File: config.mk
export PLATFORM = sky130hd
export DESIGN_NAME = program_loader
export DESIGN_NICKNAME = d
export VERILOG_FILES = /design/src/rtl/loader_pkg.sv /design/src/rtl/cmd_assembler.sv /design/src/rtl/program_loader.sv
export SDC_FILE = /design/constraint.sdc
export NUM_CORES = 1
export LEC_CHECK = 0
export BUFFER_PORTS_ARGS = -buffer_cell sky130_fd_sc_hd__buf_2
export CORE_MARGIN = 2
export CORE_UTILIZATION = 40
export CTS_CLUSTER_DIAMETER = 120
export DETAILED_ROUTE_END_ITERATION = 7
export MAX_ROUTING_LAYER = met4
export PLACE_DENSITY_LB_ADDON = 0.3
export SLEW_MARGIN = 15
export SYNTH_ARGS = -nofsm -noshare
export SYNTH_HDL_FRONTEND = slang
export SYNTH_HIERARCHICAL = 1
export SYNTH_SLANG_ARGS = --single-unit
export TNS_END_PERCENT = 100
File: constraint.sdc
create_clock -name clk -period 2.3 [get_ports clk]
set_input_delay 0.345 -clock clk [delete_from_list [all_inputs] [get_ports clk]]
set_output_delay 0.345 -clock clk [all_outputs]
set_load 0.02 [all_outputs]
File: src/rtl/loader_pkg.sv
// Shared types and constants for the MC14500B program loader.
package loader_pkg;

  typedef enum logic [2:0] {
    IDLE,
    LEN,
    CMD,
    WRITE,
    SUM,
    DONE,
    ERR
  } loader_state_t;

  localparam logic [7:0] LOADER_HEADER = 8'hA5;

  // Bytes needed to carry a command of the given bit width.
  function automatic int bytes_for(input int bits);
    return (bits + 7) / 8;
  endfunction

endpackage

File: src/rtl/cmd_assembler.sv
// Collects BYTES stream bytes (LSB first) into one command word and flags
// completion and out-of-range high bits on the byte that finishes the word.
module cmd_assembler
  import loader_pkg::*;
#(
  parameter int WORD  = 12,
  parameter int BYTES = bytes_for(WORD)
) (
  input  logic            clk,
  input  logic            reset,
  input  logic            clear,
  input  logic            byte_en,
  input  logic [7:0]      byte_data,
  output logic            complete,
  output logic            overflow,
  output logic [WORD-1:0] word
);

  localparam int SHIFT_W = BYTES * 8;
  localparam int CNT_W   = $clog2(BYTES + 1);
  localparam logic [CNT_W-1:0] LAST = CNT_W'(BYTES - 1);

  logic [SHIFT_W-1:0] shift_q, shift_d;
  logic [CNT_W-1:0]   cnt_q, cnt_d;

  always_comb begin
    // NOTE: every combinational output gets a default first so no path can infer a latch.
    shift_d  = shift_q;
    cnt_d    = cnt_q;
    complete = 1'b0;
    if (clear) begin
      cnt_d = '0;
    end else if (byte_en) begin
      shift_d  = (shift_q >> 8) | (SHIFT_W'(byte_data) << (SHIFT_W - 8));
      complete = (cnt_q == LAST);
      cnt_d    = complete ? '0 : cnt_q + 1'b1;
    end
  end

  assign word     = shift_d[WORD-1:0];
  assign overflow = complete && (|(shift_d >> WORD));

  always_ff @(posedge clk) begin
    // NOTE: sequential state uses non-blocking assignments so every flop samples pre-edge values.
    if (reset) cnt_q <= '0;
    else       cnt_q <= cnt_d;
  end

  // NOTE: the shift register is pure datapath and is fully overwritten before use, so it carries no reset.
  always_ff @(posedge clk) begin
    shift_q <= shift_d;
  end

endmodule

File: src/rtl/program_loader.sv
// Framed byte-stream loader: writes commands into text RAM from address 0 and
// keeps the CPU held until the whole frame's checksum verifies.
module program_loader
  import loader_pkg::*;
#(
  parameter int ADDR = 8,
  parameter int CODE = 4,
  parameter int WORD = ADDR + CODE
) (
  input  logic            clk,
  input  logic            reset,
  input  logic            in_valid,
  output logic            in_ready,
  input  logic [7:0]      in_data,
  output logic            prog_write,
  output logic [ADDR-1:0] prog_addr,
  output logic [WORD-1:0] prog_cmd,
  output logic            cpu_hold,
  output logic            done,
  output logic            error,
  output logic [ADDR:0]   loaded_count
);

  localparam int BYTES = bytes_for(WORD);

  loader_state_t   state_q, state_d;
  logic [7:0]      csum_q, csum_d;
  logic [ADDR:0]   count_q, count_d;
  logic [ADDR:0]   len_q, len_d;
  logic            hold_q, hold_d;
  logic            write_q, write_d;
  logic [ADDR-1:0] addr_q, addr_d;
  logic [WORD-1:0] cmd_q, cmd_d;

  logic            accept;
  logic            len_bad;
  logic            asm_done;
  logic            asm_ovf;
  logic [WORD-1:0] asm_word;

  assign in_ready = !(state_q inside {WRITE, DONE, ERR});
  assign accept   = in_valid && in_ready;
  assign len_bad  = (in_data == 8'd0) || (32'(in_data) > (32'd1 << ADDR));

  cmd_assembler #(
    .WORD  (WORD),
    .BYTES (BYTES)
  ) u_asm (
    .clk       (clk),
    .reset     (reset),
    .clear     (state_q == IDLE),
    .byte_en   (accept && (state_q == CMD)),
    .byte_data (in_data),
    .complete  (asm_done),
    .overflow  (asm_ovf),
    .word      (asm_word)
  );

  always_comb begin
    state_d = state_q;
    csum_d  = csum_q;
    count_d = count_q;
    len_d   = len_q;
    hold_d  = hold_q;
    write_d = 1'b0;
    addr_d  = addr_q;
    cmd_d   = cmd_q;
    unique case (state_q)
      IDLE: begin
        // Mid-frame A5 bytes never reach here, so they are always treated as data.
        if (accept && (in_data == LOADER_HEADER)) begin
          state_d = LEN;
          hold_d  = 1'b1;
          count_d = '0;
          csum_d  = '0;
        end
      end
      LEN: begin
        if (accept) begin
          if (len_bad) begin
            state_d = ERR;
          end else begin
            len_d   = (ADDR + 1)'(in_data);
            state_d = CMD;
          end
        end
      end
      CMD: begin
        if (accept) csum_d = csum_q ^ in_data;
        if (asm_done) begin
          if (asm_ovf) begin
            state_d = ERR;
          end else begin
            state_d = WRITE;
            write_d = 1'b1;
            addr_d  = count_q[ADDR-1:0];
            cmd_d   = asm_word;
          end
        end
      end
      WRITE: begin
        count_d = count_q + 1'b1;
        state_d = ((count_q + 1'b1) == len_q) ? SUM : CMD;
      end
      SUM: begin
        if (accept) state_d = (in_data == csum_q) ? DONE : ERR;
      end
      DONE: begin
        hold_d  = 1'b0;
        state_d = IDLE;
      end
      ERR: begin
        state_d = IDLE;
      end
      default: state_d = IDLE;
    endcase
  end

  always_ff @(posedge clk) begin
    if (reset) begin
      state_q <= IDLE;
      csum_q  <= '0;
      count_q <= '0;
      len_q   <= '0;
      hold_q  <= 1'b0;
      write_q <= 1'b0;
      addr_q  <= '0;
      cmd_q   <= '0;
    end else begin
      state_q <= state_d;
      csum_q  <= csum_d;
      count_q <= count_d;
      len_q   <= len_d;
      hold_q  <= hold_d;
      write_q <= write_d;
      addr_q  <= addr_d;
      cmd_q   <= cmd_d;
    end
  end

  assign prog_write   = write_q;
  assign prog_addr    = addr_q;
  assign prog_cmd     = cmd_q;
  assign cpu_hold     = hold_q;
  assign done         = (state_q == DONE);
  assign error        = (state_q == ERR);
  assign loaded_count = count_q;

endmodule

Yosys cells after proc, flatten, opt, wreduce, memory -nomap -nowiden. Index checks and enable logic that the tools add are counted.

Register bits: 68. Word-level logic and storage cells: 75.

$add $sub $neg: 2. Equal/unequal tests: 15. Multiplexer cells: 22. Bitwise operators: 6. Reduce and logical (&&, ||, !) cells: 20.

Operators by type and width (count): 16-bit 2-to-1 mux (2); 3-bit 2-to-1 mux (7); 9-bit one-hot mux with 2 select lines (1); 8-bit 2-to-1 mux (2); 8-bit by 16-bit OR with 16-bit output (1); 8-bit one-hot mux with 2 select lines (1); 3-bit one-hot mux with 5 select lines (1); 9-bit by 1-bit adder with 9-bit output, second input constant (1); 3-bit == test, second input constant (3); 9-bit by 8-bit == test with 1-bit output (1); 9-bit 2-to-1 mux (1); 3-bit AND reduction (3); 8-bit == test (1); 8-bit == test, second input constant (1); 8-bit logical NOT (1); 2-bit != test, second input constant (4); 8-bit bitwise XOR (1); 3-bit by 2-bit == test with 1-bit output, second input constant (2); 2-bit nonzero test (3); 1-bit logical AND (4); 1-bit 2-to-1 mux (4); 2-bit 2-to-1 mux (2); 1-bit NOT (4); 2-bit AND reduction (2); other kinds (12) (12).

Depth between registers and ports, before layout.
Depth after elaboration: 12. Gate-level depth with buffers: 12. Gate-level depth less buffers: 11.

Modules after synthesis. Netlist, hierarchy kept.

By module, submodules not included: program_loader (instances 1, cells an instance 321, area an instance 2482.4 um^2); cmd_assembler (instances 1, cells an instance 57, area an instance 753.2 um^2).

Least setup slack after synthesis. Ideal clock, no wire load.

Path type: register -> register. From: reg state_q[2]. To: reg state_q[0]. Setup time: 96 ps. Arrival time: 2294 ps. Required time: 2204 ps. Path slack: -90 ps. Stages on the path, launching flop included: 13. Clock period less this slack: 2390 ps. Path through: dfxtp_1 and2b_1 nand2b_1 nor2_2 nor2b_4 buf_6 and3_1 nor2_1 nor2_1 nor2_1 nor3_1 nand2_1 o41ai_2.

RTL lines: from (decl) (line program_loader.sv:26) `loader_state_t state_q, state_d;`; from (signal assigned) (line program_loader.sv:130) `state_q <= state_d;`; 3-bit by 2-bit == test with 1-bit output or 3-bit == test (tied branches) (line program_loader.sv:41) `assign in_ready = !(state_q inside {WRITE, DONE, ERR});`; 3-bit nonzero test (line program_loader.sv:41); 1-bit logical NOT (line program_loader.sv:41); 1-bit logical AND (line program_loader.sv:42) `assign accept = in_valid && in_ready;`; 1-bit logical AND (line program_loader.sv:52) `.byte_en (accept && (state_q == CMD)),`; 1-bit 2-to-1 mux (line cmd_assembler.sv:33) `end else if (byte_en) begin`; 1-bit 2-to-1 mux * (line cmd_assembler.sv:31) `if (clear) begin`; via asm_done (line program_loader.sv:37) `logic asm_done;`; 1-bit logical AND (line cmd_assembler.sv:41) `assign overflow = complete && (|(shift_d >> WORD));`; 3-bit 2-to-1 mux (line program_loader.sv:91) `if (asm_ovf) begin`; 3-bit 2-to-1 mux (line program_loader.sv:90) `if (asm_done) begin`; 3-bit one-hot mux with 5 select lines (line program_loader.sv:68) `unique case (state_q)`.

The timed path passes the listed nets; every way through them passes the cells marked *. The select of a mux whose other input is x is not followed. A chain may end at the register's enable or synchronous reset.

Final worst setup path.
From: reg state_q[1]. To: reg cmd_q[6], in the netlist prog_cmd[6].

Word-level cells in the longest chain between the ends: 11.

RTL lines: 3-bit by 2-bit == test with 1-bit output or 3-bit == test (tied branches) (line program_loader.sv:41); 3-bit nonzero test (line program_loader.sv:41); 1-bit logical NOT (line program_loader.sv:41); 1-bit logical AND (line program_loader.sv:42); 1-bit logical AND (line program_loader.sv:52); 16-bit 2-to-1 mux (line cmd_assembler.sv:33); 16-bit 2-to-1 mux (line cmd_assembler.sv:31); 4-bit OR reduction (line cmd_assembler.sv:41); 1-bit logical AND * (line cmd_assembler.sv:41); via asm_ovf (line program_loader.sv:38) `logic asm_ovf;`; 1-bit NOT (no source line) *; 3-bit AND reduction (no source line) *; to (signal assigned) (line program_loader.sv:137) `cmd_q <= cmd_d;`; to (decl) (line program_loader.sv:33) `logic [WORD-1:0] cmd_q, cmd_d;`.

The timed path passes the listed nets; every way through them passes the cells marked *.

==> flow_results.xml <==
<?xml version="1.0" encoding="UTF-8"?>
<metrics>
  <group name="clock_network">
    <metric name="clock_tree.buffer_depth" unit="">2</metric>
    <metric name="clock_insertion_delay_worst_skew" unit="ns">0.35</metric>
    <metric name="cts_hold_buf" unit="">0</metric>
    <metric name="htree_levels" unit="">3</metric>
    <metric name="cts_tree" unit="">yes</metric>
    <metric name="cts_inserted_buffers" unit="">9</metric>
    <metric name="cts-root-buf" unit="">sky130_fd_sc_hd__clkbuf_8</metric>
    <metric name="path_clk_slew" unit="ns">0.07</metric>
    <metric name="clock_sinks" unit="">68</metric>
  </group>
  <group name="routing">
    <metric name="route.vias.total" unit="">2684</metric>
    <metric name="firstDrtPassIters" unit="">4</metric>
    <metric name="remaining_drc_errors" unit="">0</metric>
    <metric name="post_route_ant_nets" unit="">0</metric>
    <metric name="vias_per_cell" unit="">5.09</metric>
    <metric name="drt-total-wl" unit="um">7420</metric>
    <metric name="drt-wirelength-per-cell" unit="um">14.1</metric>
    <metric name="drt_iter0_markers" unit="">178</metric>
  </group>
  <group name="setup_path">
    <metric name="endpoint_kind" unit="">register</metric>
    <metric name="reg2reg_slack" unit="ns">0.25</metric>
    <metric name="crit_path_max_fanout" unit="">21</metric>
    <metric name="r2r.worst_path.cells" unit="">8</metric>
    <metric name="startpoint_type" unit="">register</metric>
    <metric name="worst_r2r_startpoint" unit="">state_q[1]$_SDFFE_PP0P_</metric>
    <metric name="crit-reg2reg-capture" unit="">prog_cmd[6]$_SDFFE_PP0P_</metric>
    <metric name="worstSetupStartpoint" unit="">state_q[1]$_SDFFE_PP0P_</metric>
    <metric name="critPathKind" unit="">reg2reg</metric>
    <metric name="arrival" unit="ns">2.27</metric>
    <metric name="worst-endpoint-required" unit="ns">2.52</metric>
  </group>
  <group name="final_layout">
    <metric name="fin_cells" unit="">527</metric>
    <metric name="num_antenna_cells" unit="">0</metric>
    <metric name="area_growth" unit="%">15.2</metric>
    <metric name="drive_gt1_frac" unit="">0.261</metric>
    <metric name="fin_nets" unit="">433</metric>
  </group>
  <group name="logic_synthesis">
    <metric name="yosys-top-cells-count" unit="">sky130_fd_sc_hd__dfxtp_1 (68), sky130_fd_sc_hd__nand2_1 (54), sky130_fd_sc_hd__a21oi_1 (40)</metric>
    <metric name="synthCells" unit="">378</metric>
    <metric name="number_of_flops_mapped_to_enable_cells_by_yosys" unit="">0</metric>
    <metric name="yosys.area.top_type" unit="">sky130_fd_sc_hd__dfxtp_1</metric>
    <metric name="cell_types_with_the_largest_area_share_after_synthesis" unit="">sky130_fd_sc_hd__dfxtp_1 (42%), sky130_fd_sc_hd__nand2_1 (6.3%), sky130_fd_sc_hd__a21oi_1 (6.2%)</metric>
    <metric name="synth.most_common_cell" unit="">sky130_fd_sc_hd__dfxtp_1</metric>
    <metric name="synth_sequential_area_ratio" unit="">0.421</metric>
    <metric name="yosys_most_used_dff" unit="">sky130_fd_sc_hd__dfxtp_1</metric>
    <metric name="synth.top_cell.area_share" unit="">0.421</metric>
    <metric name="yosysUniqueCellTypes" unit="">54</metric>
    <metric name="synth.ff_latch_count" unit="">68</metric>
    <metric name="syn-cell-area" unit="um^2">3240</metric>
    <metric name="synthesis.nets" unit="">390</metric>
    <metric name="count_of_warnings_emitted_by_yosys" unit="">6</metric>
    <metric name="postSynthAreaPerCell" unit="um^2">8.56</metric>
    <metric name="async_set_reset_flop_share_out_of_synthesis" unit="">0</metric>
  </group>
  <group name="sta">
    <metric name="finalWorstPathRequiredPeriod" unit="ns">2.05</metric>
    <metric name="worst_slew_margin_rel" unit="">0.574</metric>
    <metric name="post-route-period-util" unit="">0.890</metric>
    <metric name="slew_viol_final" unit="">0</metric>
    <metric name="rsz0062_at_grt" unit="">false</metric>
    <metric name="final.setup_skew" unit="ns">0.0116</metric>
    <metric name="fmax" unit="MHz">489</metric>
    <metric name="setup_viol" unit="">0</metric>
    <metric name="setup_tns" unit="ns">0</metric>
    <metric name="hold_viol" unit="">0</metric>
    <metric name="worst_pin_slew" unit="ns">0.633</metric>
  </group>
  <group name="place">
    <metric name="portBuffers" unit="">44</metric>
    <metric name="dpl.cell_count" unit="">512</metric>
    <metric name="place.gp.congestion" unit="">0.877</metric>
    <metric name="dp.final_hpwl" unit="um">5170</metric>
  </group>
  <group name="worst_hold_path">
    <metric name="worstHoldEndpoint" unit="">len_q[0]$_SDFFE_PP0P_</metric>
    <metric name="hold_depth" unit="">3</metric>
    <metric name="hold_start" unit="">in_data[0]</metric>
    <metric name="min-delay-path-class" unit="">in2reg</metric>
  </group>
  <group name="grt">
    <metric name="global_route.usage.total" unit="">0.185</metric>
    <metric name="grt_max_degree" unit="">36</metric>
    <metric name="grt-ovfl-total" unit="">0</metric>
    <metric name="number_of_global_route_vias_before_repair" unit="">2595</metric>
    <metric name="number_of_antenna_violations_at_the_first_check_in_global_routing" unit="">0</metric>
    <metric name="wire_length_of_the_first_global_routing_pass" unit="um">12300</metric>
  </group>
  <group name="pwr">
    <metric name="p_per_area" unit="nW/um^2">592</metric>
    <metric name="leakage" unit="nW">1.47</metric>
    <metric name="irDropWorstVdd" unit="mV">0.346</metric>
  </group>
  <group name="floorplanning">
    <metric name="starting_density_of_the_core" unit="">0.417</metric>
    <metric name="dieHeight" unit="um">93.9</metric>
    <metric name="ios" unit="">45</metric>
    <metric name="coreArea" unit="um^2">7770</metric>
    <metric name="placementRows" unit="">32</metric>
    <metric name="die-width" unit="um">93.9</metric>
    <metric name="die_area" unit="um^2">8820</metric>
  </group>
  <group name="flow_run">
    <metric name="drv.max_cap_violation_count" unit="">0</metric>
  </group>
  <group name="outcome">
    <metric name="run_status" unit="">finished clean</metric>
  </group>
</metrics>
-- timing repair --
| action | 4_1_cts | 5_1_grt |
|---|---|---|
| gates resized for setup | 0 | 1 |
| setup buffers | 0 | 0 |
| endpoints found under the setup margin | 0 | 1 |
-- worst max path at each step --
stage	to	slack, ns
finish	prog_cmd[6]$_SDFFE_PP0P_	0.25
floorplan	state_q[0]$_SDFFE_PP0P_	0.01
global placement	state_q[1]$_SDFFE_PP0P_	0.31
CTS	state_q[0]$_SDFFE_PP0P_	0.21
detailed placement	state_q[0]$_SDFFE_PP0P_	0.24
global route	prog_cmd[1]$_SDFFE_PP0P_	0.06
-- critical path, stage by stage (launching register included) --
cell                       delay [ns]
sky130_fd_sc_hd__dfxtp_1         0.33
sky130_fd_sc_hd__buf_4           0.15
sky130_fd_sc_hd__nor3_2          0.42
sky130_fd_sc_hd__nand2b_1        0.21
sky130_fd_sc_hd__nor4b_2         0.08
sky130_fd_sc_hd__or3b_1          0.35
sky130_fd_sc_hd__buf_4           0.22
sky130_fd_sc_hd__nand2_1         0.10
sky130_fd_sc_hd__a21oi_1         0.06
-- cells by family after synthesis --
| group | Yosys count | synth area share |
|---|---|---|
| AOI/OAI and AO/OA | 76 | 0.136 |
| xor gates and xnor gates | 13 | 0.0352 |
| adders and majority gates | 1 | 0.00387 |
| buffers and inverters | 41 | 0.0708 |
| DFF | 68 | 0.421 |
| muxes | 24 | 0.0886 |
| and+or+nand+nor | 155 | 0.245 |
-- layer usage --
metal,routed length [um],vias up,part of all wire,global-route usage
met3,279,11,0.038,0.0305
met4,104,0,0.014,0.0918
met5,0,-,0,-
met1,3660,1252,0.49,0.245
li1,-,1364,-,-
met2,3370,57,0.45,0.276
-- state kept, by name, summed over array words and instances (netlist names) --
| name | cells |
|---|---|
| loaded_count | 9 |
| state_q | 3 |
| prog_write | 1 |
| u_asm/shift_q | 16 |
| prog_cmd | 12 |
| u_asm/cnt_q | 2 |
| csum_q | 8 |
| prog_addr | 8 |
| cpu_hold | 1 |
| len_q | 8 |
-- cell usage in the layout, fill, tap and decap left out, types with 2 or more instances in the layout --
master                      instances
sky130_fd_sc_hd__inv_1             11
sky130_fd_sc_hd__nor3b_2            2
sky130_fd_sc_hd__nand4_1            3
sky130_fd_sc_hd__a21oi_1           40
sky130_fd_sc_hd__nor3_1             2
sky130_fd_sc_hd__mux2_4             7
sky130_fd_sc_hd__nand2_1           54
sky130_fd_sc_hd__mux2i_1            8
sky130_fd_sc_hd__clkinv_2           3
sky130_fd_sc_hd__o22ai_1            2
sky130_fd_sc_hd__buf_2             44
sky130_fd_sc_hd__xnor2_1           11
sky130_fd_sc_hd__a221oi_1           2
sky130_fd_sc_hd__nor4_1             4
sky130_fd_sc_hd__nand3_1            9
sky130_fd_sc_hd__o2bb2ai_1          2
sky130_fd_sc_hd__a31oi_1            2
sky130_fd_sc_hd__mux2_2             9
sky130_fd_sc_hd__and3_1             3
sky130_fd_sc_hd__xor2_1             2
sky130_fd_sc_hd__nand2b_1           7
sky130_fd_sc_hd__o21a_1             2
sky130_fd_sc_hd__and2_0             2
sky130_fd_sc_hd__or3_1              7
sky130_fd_sc_hd__o21ai_1           16
sky130_fd_sc_hd__dfxtp_1           68
sky130_fd_sc_hd__nor2_1            39
sky130_fd_sc_hd__o21ai_0            4
sky130_fd_sc_hd__clkbuf_8           9
sky130_fd_sc_hd__nor3_2             4
sky130_fd_sc_hd__nor2_4             3
sky130_fd_sc_hd__buf_4             18
sky130_fd_sc_hd__nand3b_1           2
-- area by class of cell --
type                    count  area [um^2]
well taps                 102          128
inverters                  11         41.3
clock buffers              10          128
multi-input cells         269         1660
flip-flops and latches     68         1360
clock inverters             5         53.8
fillers                   783         4040
repair buffers             62          355
-- power breakdown --
group / internal, mW / switching [mW]
logic: 0.0246 / 0.0568
clock network: 0.491 / 0.444
registers: 1.19 / 0.00414
total: 1.70 / 0.505
-- stage by stage --
stage	setup slack, ns	cell area [um^2]	util	hold WS [ns]	total power [mW]
after floorplan	0.0140	3240	-	0.422	1.26
after global placement	0.308	3540	0.456	0.439	1.30
after detailed placement	0.237	3540	0.456	0.444	1.30
after CTS	0.211	3720	0.479	0.343	2.24
after global routing	0.0585	3730	0.480	0.364	2.28
final	0.253	3730	0.480	0.355	2.21
Power figures use the tool's default switching activity.
